--- src/rtl/pc_sequencer.sv ---
// Fetch-stage PC controller: owns the PC, selects sequential/branch/jump next PC,
// honours hazard stalls, drives the IMEM req/ack handshake and squashes
// wrong-path fetches.
module pc_sequencer #(
    parameter logic [31:0] RESET_VEC   = 32'h0000_3000,
    parameter int unsigned BOOT_CYCLES = 2,
    parameter int unsigned CNT_W       = 16
) (
    input  logic             Clk,
    input  logic             ReSet_n,
    input  logic             Stall,
    input  logic             BranchTaken,
    input  logic [31:0]      BranchAddr,
    input  logic             JumpTaken,
    input  logic [31:0]      JumpAddr,
    input  logic             ImemAck,
    output logic [31:0]      PC,
    output logic             ImemReq,
    output logic             IfValid,
    output logic             IfIdFlush,
    output logic [CNT_W-1:0] RedirCnt
);

    localparam int unsigned BOOT_W = (BOOT_CYCLES > 1) ? $clog2(BOOT_CYCLES) : 1;
    localparam logic [BOOT_W-1:0] BOOT_LAST = BOOT_W'(BOOT_CYCLES - 1);

    typedef enum logic [1:0] {
        BOOT       = 2'd0,
        FETCH      = 2'd1,
        REDIR_WAIT = 2'd2
    } state_t;

    state_t            state;
    logic [BOOT_W-1:0] bootCnt;
    logic [31:0]       pend;

    logic              redirect;
    logic [31:0]       targetRaw;
    logic [31:0]       target;
    logic              cntSat;

    // Redirect decode: jump wins over branch, target forced word-aligned.
    assign redirect  = BranchTaken | JumpTaken;
    assign targetRaw = JumpTaken ? JumpAddr : BranchAddr;
    assign target    = targetRaw & 32'hFFFF_FFFC;
    assign cntSat    = &RedirCnt;

    // Handshake/IF-ID controls follow the state directly so reset clears them at once.
    assign ImemReq   = (state != BOOT);
    assign IfValid   = (state == FETCH) & ImemAck & ~redirect & ~Stall;
    assign IfIdFlush = (state == FETCH) & redirect;

    // Sequencer: boot delay, PC update and pending-redirect tracking.
    always_ff @(posedge Clk or negedge ReSet_n) begin
        if (!ReSet_n) begin
            state   <= BOOT;
            bootCnt <= '0;
            pend    <= '0;
            PC      <= RESET_VEC;
        end else begin
            case (state)
                BOOT: begin
                    if (bootCnt == BOOT_LAST) begin
                        state <= FETCH;
                    end else begin
                        bootCnt <= bootCnt + BOOT_W'(1);
                    end
                end
                FETCH: begin
                    if (redirect) begin
                        if (ImemAck) begin
                            PC <= target;
                        end else begin
                            pend  <= target;
                            state <= REDIR_WAIT;
                        end
                    end else if (!Stall && ImemAck) begin
                        PC <= PC + 32'd4;
                    end
                end
                REDIR_WAIT: begin
                    if (ImemAck) begin
                        PC    <= redirect ? target : pend;
                        state <= FETCH;
                    end else if (redirect) begin
                        pend <= target;
                    end
                end
                default: begin
                    state <= BOOT;
                end
            endcase
        end
    end

    // Saturating count of accepted redirects (ignored during boot).
    always_ff @(posedge Clk or negedge ReSet_n) begin
        if (!ReSet_n) begin
            RedirCnt <= '0;
        end else if (redirect && (state != BOOT) && !cntSat) begin
            RedirCnt <= RedirCnt + CNT_W'(1);
        end
    end

endmodule

--- config.mk ---
export PLATFORM = sky130hd
export DESIGN_NAME = pc_sequencer
export DESIGN_NICKNAME = d
export VERILOG_FILES = /design/src/rtl/pc_sequencer.sv
export SDC_FILE = /design/constraint.sdc
export NUM_CORES = 1
export LEC_CHECK = 0
export CORE_ASPECT_RATIO = 1.75
export CORE_UTILIZATION = 45
export CTS_CLUSTER_SIZE = 12
export DETAILED_ROUTE_END_ITERATION = 8
export DONT_BUFFER_PORTS = 1
export PLACE_DENSITY = 0.62
export SLEW_MARGIN = 20
export SYNTH_ARGS = -nofsm -noshare
export SYNTH_HDL_FRONTEND = slang
export SYNTH_SLANG_ARGS = --single-unit
--- constraint.sdc ---
create_clock -name Clk -period 4.6 [get_ports Clk]
set_clock_uncertainty 0.05 [all_clocks]
set_input_delay 0.69 -clock Clk [delete_from_list [all_inputs] [get_ports Clk]]
set_output_delay 0.69 -clock Clk [all_outputs]
set_load 0.1 [all_outputs]
==> run_results.csv <==
group,metric,value,unit
finish,finalNetCount,631,
detailed_routing,drcViolationCount,0,
global_route,grt_pass1_wl,21910,um
sta,max_freq,330.0,MHz
sta,period_share,65.88,%
logic_synthesis,synth_warnings,0,
finish,diodes,0,
cts,clkLatencyLatePin,0.34,ns
sta,final_hold_viol_count,0,
sta,report.final.slew_viol_count,0,
sta,rsz0062_at_grt,"false",
logic_synthesis,ys_seq_elements,83,
power_and_ir_drop,ir_drop,0.5743,mV
hold_path,hold_path_class,"in -> async",
critical_path,critPathArrivalTime,3.16,ns
detailed_routing,drt_iter0_markers,427,
critical_path,startpoint_type,"flop",
detailed_routing,firstDrtPassIters,7,
logic_synthesis,synthesis.nets,646,
critical_path,critPathSlowestCell,"dfrtp_1",
finish,synthToLayoutAreaGrowth,8.356,%
finish,drive_above_1_share,9.447,%
global_route,overflow,0,
critical_path,critPathMaxStageDelay,1.01,ns
sta,setup_violations,0,
logic_synthesis,ys_seq_area_share,41.21,%
cts,cts_resized,0,
flow_run,max-cap-violations,0,
sta,worst_slew_pin_slew,1.090,ns
logic_synthesis,synthArstFlopShare,100.0,%
floorplanning,die_width,82.05,um
power_and_ir_drop,power.leakage,2.306,nW
cts,htree_levels,3,
global_route,grt_use_total,25.04,%
status,outcome,"completed",
cts,tritoncts,"done",
detailed_routing,routed_wl,13960,um
sta,finalSetupTns,0,ns
finish,mostFrequentLayoutCells,"dfrtp_1 (80), o21ai_0 (80), nand2_1 (69)",
cts,cts.path.max_buffers,2,
placement,post-dp-hpwl,9735,um
floorplanning,fp.dieH,142.1,um
detailed_routing,drtAntennaViolNets,0,
floorplanning,floorplan.initialDensity,46.62,%
power_and_ir_drop,p_per_area,831.2,nW/um^2
sta,slew_headroom,27.30,%
critical_path,r2r_setup_slack,1.57,ns
sta,fin_crit,3.031,ns
logic_synthesis,ys.flop_type,"dfrtp_1",
logic_synthesis,synth-edff-count,0,
detailed_routing,num_vias,4376,
placement,numPortBuffers,0,
logic_synthesis,netlist-cell-type-count,60,
critical_path,cp_cell_sequence,"ha_1 -> nand3_2 -> nor4_2 -> and4_1 -> o21ai_0 -> o2bb2ai_1",
cts,clock-root-buffer,"clkbuf_16",
detailed_routing,viasPerCell,6.333,
floorplanning,dieArea,11660,um^2
cts,cts_setup_buffers,0,
floorplanning,ios,121,
cts,cts.sinks,83,
floorplanning,core_area,10820,um^2
floorplanning,num_rows,50,
finish,fin_util,50.52,%
logic_synthesis,avgSynthCellArea,8.837,um^2
cts,cts_buffers,9,
critical_path,crit_required,4.73,ns
logic_synthesis,netlist_area,5046,um^2
global_route,grt_max_degree,95,
finish,n_fill_cell,1032,
critical_path,crit_type,"reg -> reg",
placement,gp_congestion,0.8831,
critical_path,cp-end-kind,"flop",
detailed_routing,wl_per_cell,20.21,um
logic_synthesis,synth_cells,571,
finish,fin_cells,691,
placement,dp.cells,674,
critical_path,crit_fanout,6,
global_route,grt_pass1_vias,4248,
cts,clkTransAtPathRegs,0.06,ns
global_route,antenna_found_initial,0,
critical_path,rr_worst_depth,6,
-- path summary, 6_finish.rpt --
| check | from | end |
|---|---|---|
| min reg2reg | pend[16] | pend[16] |
| min | ReSet_n | PC[12] |
| max reg2reg | PC[3] | PC[30] |
| max in group asynchronous | ReSet_n | pend[28] |
| min in group Clk | pend[16] | pend[16] |
| max | PC[3] | PC[30] |
-- critical path, delay by kind of cell, from the launching register on --
family,cells,cell delay (ns)
flops,1,1.01
fa+ha+maj,1,0.37
simple gates,3,1.18
compound gates,2,0.27
-- stage by stage --
step / area (um^2) / hold slack [ns] / total power [mW] / worst slack (ns)
6_report: 5468 / 0.1370 / 4.545 / 1.569
5_1_grt: 5468 / 0.1250 / 4.817 / 1.434
4_1_cts: 5466 / 0.1278 / 4.569 / 1.579
3_5_place_dp: 5125 / 0.3473 / 3.788 / 1.587
3_3_place_gp: 5125 / 0.3474 / 3.726 / 1.635
2_1_floorplan: 5046 / 0.3444 / 3.439 / 1.555
-- cells in the mapped netlist (4+ instances only) --
library cell	count	area, um^2
o2bb2ai_1	8	70.07
a41oi_1	6	52.55
nor3_1	6	30.03
a21oi_1	18	90.09
a31oi_1	16	100.1
a22oi_1	27	202.7
nand3_1	17	85.08
buf_2	22	110.1
nor2b_1	4	25.02
nand4_1	4	25.02
xnor2_1	8	70.07
xor2_1	5	43.79
buf_4	4	30.03
dfrtp_1	81	2027
and4_1	7	61.31
a221oi_1	6	52.55
clkbuf_1	14	52.55
o21ai_0	80	400.4
mux2i_1	32	320.3
and3_1	14	87.58
nor2_1	41	153.9
nand2_1	70	262.8
ha_1	5	62.56
o22ai_1	4	25.02
and2_1	4	25.02
o21ai_1	8	40.04
inv_1	12	45.04
-- what timing repair did --
| item | CTS | global route |
|---|---|---|
| hold buffers | 1 | 0 |
| setup endpoints to repair | 0 | 0 |
| hold endpoints to repair | 81 | 0 |
-- layer usage --
metal	global-route usage, %	part of all wire, %	up-vias
li1	-	-	2074
met1	29.60	39	2137
met2	41.58	52	141
met3	7.179	6.6	24
met4	10.25	2.5	0
met5	0	0	-
-- cell families after synthesis --
family	after synthesis	synth area share, %
adder cells (fa/ha/maj)	5	1.240
AO/OA/AOI/OAI	194	24.42
buffers and inverters	53	4.785
XOR/XNOR	13	2.256
AND/OR/NAND/NOR	189	19.29
multiplexers	34	6.794
flip-flops	83	41.21
-- layout make-up --
class / instances / area [um^2] / area share [%]
Multi-Input combinational cell: 435 / 2733 / 49.98
Sequential cell: 83 / 2081 / 38.06
Clock buffer: 12 / 266.5 / 4.874
Tap cell: 130 / 162.7 / 2.975
Timing Repair Buffer: 15 / 132.6 / 2.426
Clock inverter: 4 / 47.55 / 0.8696
Inverter: 12 / 45.04 / 0.8238
-- sequential cells by signal, summed over array words and instances, names as in the netlist --
| signal | flops |
|---|---|
| state | 2 |
| PC | 32 |
| pend | 32 |
| bootCnt | 1 |
| RedirCnt | 16 |
-- power breakdown --
part / total [mW] / internal [mW] / switching (mW)
sequential: 2.13 / 1.03 / 1.10
combinational: 1.66 / 0.465 / 1.19
clock: 0.760 / 0.463 / 0.297
Power figures use the tool's default switching activity.
==> edit 1, RTL diff (same settings) <==
Set the parameter `CNT_W` to 12 (it was 16).
--- a/src/rtl/pc_sequencer.sv
+++ b/src/rtl/pc_sequencer.sv
@@ -5,5 +5,5 @@
     parameter logic [31:0] RESET_VEC   = 32'h0000_3000,
     parameter int unsigned BOOT_CYCLES = 2,
-    parameter int unsigned CNT_W       = 16
+    parameter int unsigned CNT_W       = 12
 ) (
     input  logic             Clk,
Interface: changed (resized RedirCnt); port bits go from 121 to 117. The function was not compared with the original's and may differ.
==> edit 1 against the original RTL <==
Count of clock-buffer cells in the layout is 1 higher; routed wire length is 6.3% higher; non-clock buffer count is 2 lower; final area is 4.6% lower; synthesized area is 4.7% lower; core utilization is 0.16 points lower; sequential cell count is 4 lower; worst setup slack worse by 45 ps; synthesized cell count is 3.0% lower.
Power is not shown: default switching activity piles up to over one toggle a cycle in this logic, so the estimate is an artifact.
==> edit 1: results (changes against the original RTL) <==
** Clock tree
- Clock Tree Root :: clkbuf_16
- Number of gates given a new drive strength after cts :: 0 (unchanged)
- The total clock buffers created by CTS came to 9 (unchanged).
- Number of levels in the clock H-tree :: 3 (unchanged)
- CTS clock-pin slew for the worst setup and hold paths :: 60 ps (about the same)
- Clk Latency, worst-skew pair :: 340 ps (about the same)
- The maximum clock insertion buffer count was 2 (unchanged).

** Hold path
- The worst hold path belongs to the class in -> async.

** Worst setup path
- Beginning of the worst register-to-register path :: PC[5]
- In this run the critical register-to-register path is captured at PC[29].
- The arrival time of the worst setup path is 2340 ps (-820 ps).
- Path depth of the worst reg2reg path :: 5 (-1)
- Broken down by cell family, the worst path's largest delay share belongs to simple AND/OR/NAND/NOR gates.
- Highest fanout seen on the critical path :: 6 (unchanged)
- Slack of the worst reg-to-reg path :: 1700 ps (+130 ps)
- CP max stage cell :: nor2_2
- Critical Path Max Stage Delay :: 830 ps (-180 ps)

** Global routing
- The pin count of the biggest net entering global routing is 66 (-31%).
- Total global routing track utilization :: 0.277 (+0.0266)
- The global-route wire length before repair is 23.1 mm (+5.3%).
- The initial antenna violation count was 0 (unchanged).
- The via count of the first global-routing pass is 4393 (+3.4%).

** Place
- Number of instances in the placed design :: 656 (-2.7%)
- I/O Buffers :: 0 (unchanged)
- HPWL after DPL :: 10.3 mm (+5.9%)
- The global placement routability congestion is 0.850 (-3.8%).

** Drt
- Total via count in the routed design :: 4313 (-1.4%)
- Pre-Repair DR Iteration Count :: 6 (-1)
- Iteration-0 DRC Markers :: 338 (-21%)
- Final routed wire length divided by cell count :: 22.0 um (+9.0%)

** Logic synthesis
- Gate Count Post-Synth :: 554 (-3.0%)
- The number of warnings reported in the yosys synthesis log came to 0 (unchanged).
- The post-synthesis cell type count came to 66 (+10%).
- By count the netlist is led by 77 x dfrtp_1, 75 x o21ai_0, 72 x nand2_1, 35 x a21oi_1, 29 x nor2_1.
- Top post-synthesis cells by area :: dfrtp_1 40%, o21ai_0 7.8%, nand2_1 5.6%
- The fraction of registers with async set/reset came to 1.00 (unchanged).
- Post-synthesis sequential area ratio :: 0.412 (about the same)
- Mapped Nets :: 629 (-2.6%)

** Timing
- The sum of negative setup slack is 0 ps (unchanged).
- The worst slew slack as a fraction of its limit came to 0.252 (-0.0208).

** Floorplan
- Effective utilization at floorplan :: 0.464 (-0.00229)

** Layout
- Share of cells above drive strength 1 :: 0.0841 (-0.0104)
- Inserted Diodes :: 0 (unchanged)
- The number of standard cells in the final layout excluding fillers came to 674 (-2.5%).
- Largest registers :: PC: 32 flops, pend: 32 flops, RedirCnt: 12 flops
- Nets@finish :: 617 (-2.2%)

** Run status
- Outcome :: finished, final reports clean
edit 1: worst max path at each step:
stage | startpoint | end | slack [ps] | cells after the start
finish | state[1] | IfValid | 1520 | 4
global route | PC[3] | PC[30] | 1350 | 6
CTS | state[1] | IfValid | 1520 | 4
detailed placement | PC[5] | PC[29] | 1720 | 5
global placement | PC[5] | PC[31] | 1730 | 5
floorplan | JumpTaken | IfValid | 1390 | 3
edit 1: repair_timing:
| item | 4_1_cts | 5_1_grt |
|---|---|---|
| hold buffers | 2 | 0 |
| endpoints found under the hold margin | 63 | 0 |
| endpoints found under the setup margin | 0 | 0 |
| setup buffers | 0 | 0 |
edit 1: layout make-up:
class,instances,area [um^2]
clock inverters,3,17.5
fillers,1012,5140
clock buffers,13,260
multi-input cells,425,2630
flip-flops and latches,79,1980
well taps,127,159
repair buffers,13,120
inverters,14,52.6
edit 1: logic make-up after synthesis:
logic type,synth area share
adder cells (fa/ha/maj),0.0130
AND/OR/NAND/NOR,0.193
AO/OA/AOI/OAI,0.271
multiplexers,0.0398
flip-flops,0.412
XOR/XNOR,0.0273
buffers and inverters,0.0442
edit 1: worst register-to-register path, delay by kind of cell, from the launching register on:
kind            cells  cell delay (ps)
flops               1             1000
simple gates        3             1360
compound gates      2              430
edit 1: through the flow:
stage	area, um^2	hold WS [ps]	util
after floorplan	4810	344	-
after global placement	4900	347	0.473
after detailed placement	4900	347	0.473
after CTS	5220	141	0.504
after global routing	5220	134	0.504
final	5220	144	0.504
edit 1: routing by layer:
| metal | vias to the layer above | routed length (um) | global-route usage |
|---|---|---|---|
| li1 | 2013 | - | - |
| met1 | 2096 | 5350 | 0.294 |
| met2 | 148 | 7480 | 0.459 |
| met3 | 56 | 863 | 0.0730 |
| met4 | 0 | 1150 | 0.207 |
| met5 | - | 0 | 0 |
==> edit 2, RTL diff (same flow settings) <==
Without the edit above. The 3 states of `state_t` get a one-hot encoding in 3 bits.
--- a/src/rtl/pc_sequencer.sv
+++ b/src/rtl/pc_sequencer.sv
@@ -25,8 +25,8 @@
     localparam logic [BOOT_W-1:0] BOOT_LAST = BOOT_W'(BOOT_CYCLES - 1);
 
-    typedef enum logic [1:0] {
-        BOOT       = 2'd0,
-        FETCH      = 2'd1,
-        REDIR_WAIT = 2'd2
+    typedef enum logic [2:0] {
+        BOOT       = 3'b001,
+        FETCH      = 3'b010,
+        REDIR_WAIT = 3'b100
     } state_t;
 
Formal check against the unedited RTL: same outputs for any inputs over 10 cycles, from zero or initial values and one cycle with ReSet_n low; not proved beyond that.
==> edit 2 against the original RTL <==
Total power fell by 7.1%; sequential cell count up 1; highest routed layer unchanged; cell count grew 5.6%; worst setup slack lost 66 ps; largest power group unchanged; clock power down 2%; sequential share of layout area is 1.0 points lower; combinational power fell by 11%; synthesized area is 2.7% higher; count of clock-buffer cells in the layout fell by 1; final area up 4.1%; critical path depth is 1 lower; critical path type unchanged; routed wire length grew 10%.
==> edit 2: results (changes against the original RTL) <==
** Logic synthesis
- Post-Synth Adder-Cell Area :: 0.00483 (-0.00757)
- Post-synth top cells :: 81 x dfrtp_1, 80 x nand2_1, 65 x o21ai_0, 34 x a21oi_1, 32 x nor2_1
- Top post-synthesis cells by area :: dfrtp_1 39%, o21ai_0 6.3%, nand2_1 5.8%
- Proportion of synthesized area in mux cells :: 0.0488 (-0.0191)
- Synth unique cells :: 69 (+15%)
- The gate count of the mapped netlist was 602 (+5.4%).
- Async set-reset flop share out of synthesis :: 1.00 (unchanged)
- Number of flops mapped to enable cells by yosys :: 0 (unchanged)
- The area share of xor/xnor cells in the synthesized design is 0.0271 (+0.00449).
- The proportion of synthesized chip area in sequential cells is 0.407 (-0.00558).
- Area fraction in compound gates after synthesis :: 0.241 (-0.00317)

** Global routing
- The total track usage was 0.263 (+0.0127).
- Largest net degree at the start of global routing :: 82 (-14%)
- The via count of the first global-routing pass was 4700 (+11%).
- The met3 track demand over resource in global routing was 0.0638 (-0.00804).
- Highest-utilization routing layer at the global route stage :: met2
- Met2 routing resource usage after global routing :: 0.481 (+0.0656)
- First-pass GRT wire length :: 24.4 mm (+11%)
- Met1 track utilization from global routing :: 0.276 (-0.0199)

** Power and ir drop
- Switching component of the power :: 2340 uW (-9.6%)
- The register share of total power is 0.476 (+0.008).
- The static leakage was 0.00234 uW (+1.6%).
- The power attributed to the clock group came to 742 uW (-2%).
- The worst ir drop on vdd was 0.563 mV (-2.0%).

** Drt
- The final routed wire length divided by cell count came to 21.1 um (+4.5%).
- Number of vias per cell :: 6.41 (+1.1%)
- Pre-Repair DR Iteration Count :: 6 (-1)
- The number of DRC markers in iteration 0 is 331 (-22%).

** Place
- The post-detailed-placement half-perimeter wirelength came to 10.5 mm (+8.3%).
- Post-Place Cell Area :: 5360 um^2 (+4.6%)
- The placed cell count was 713 (+5.8%).
- The global placement routability congestion is 0.860 (-2.6%).

** Layout
- The fill cell instance count of the final layout is 1055 (+2.2%).
- Nets@finish :: 665 (+5.4%)
- Non-filler instance count after layout :: 730 (+5.6%)
- Share of cells above drive strength 1 :: 0.100 (+0.00586)

** Timing
- Measured slew at the worst slew-check pin :: 1080 ps (-5.59 ps)
- The worst setup margin is 1500 ps (-65.7 ps).

** Hold path
- The min-delay analysis places its worst path in the category in -> async.

** Worst setup path
- The reg-to-reg setup timing slack came to 1500 ps (-70 ps).
- On the critical path the largest part of the delay comes from simple AND/OR/NAND/NOR gates.
- The cell count of the worst reg-to-reg path came to 5 (-1).
- The delay of the slowest cell on the worst path came to 1040 ps (+30 ps).
- The maximum fanout count along the critical path came to 10 (+4).
- The worst setup path is launched from a register.
- Beginning of the worst register-to-register path :: PC[9]

** Run status
- Outcome :: finished, final reports clean
-- edit 2: metrics by stage --
| stage | hold slack [ps] | power [uW] |
|---|---|---|
| 5_1_grt | 130 | 4430 |
| 4_1_cts | 132 | 4230 |
| 6_report | 139 | 4220 |
| 3_5_place_dp | 349 | 3470 |
| 3_3_place_gp | 348 | 3420 |
| 2_1_floorplan | 344 | 3120 |
-- edit 2: final cells by class --
type	count	area, um^2	area share
repair buffers	22	205	0.0361
clock buffers	11	253	0.0444
clock inverters	5	50.0	0.00880
flip-flops and latches	84	2110	0.370
inverters	13	48.8	0.00858
multi-input cells	463	2860	0.503
well taps	132	165	0.0290
-- edit 2: layer usage --
metal / up-vias / wire length [um] / part of all wire
li1: 2196 / - / -
met1: 2295 / 5700 / 0.37
met2: 152 / 8200 / 0.53
met3: 33 / 932 / 0.060
met4: 0 / 588 / 0.038
met5: - / 0 / 0
-- edit 2: what timing repair did --
action	CTS	global route
endpoints found under the hold margin	81	0
hold buffers	1	0
buffers inserted	0	0
endpoints found under the setup margin	0	0
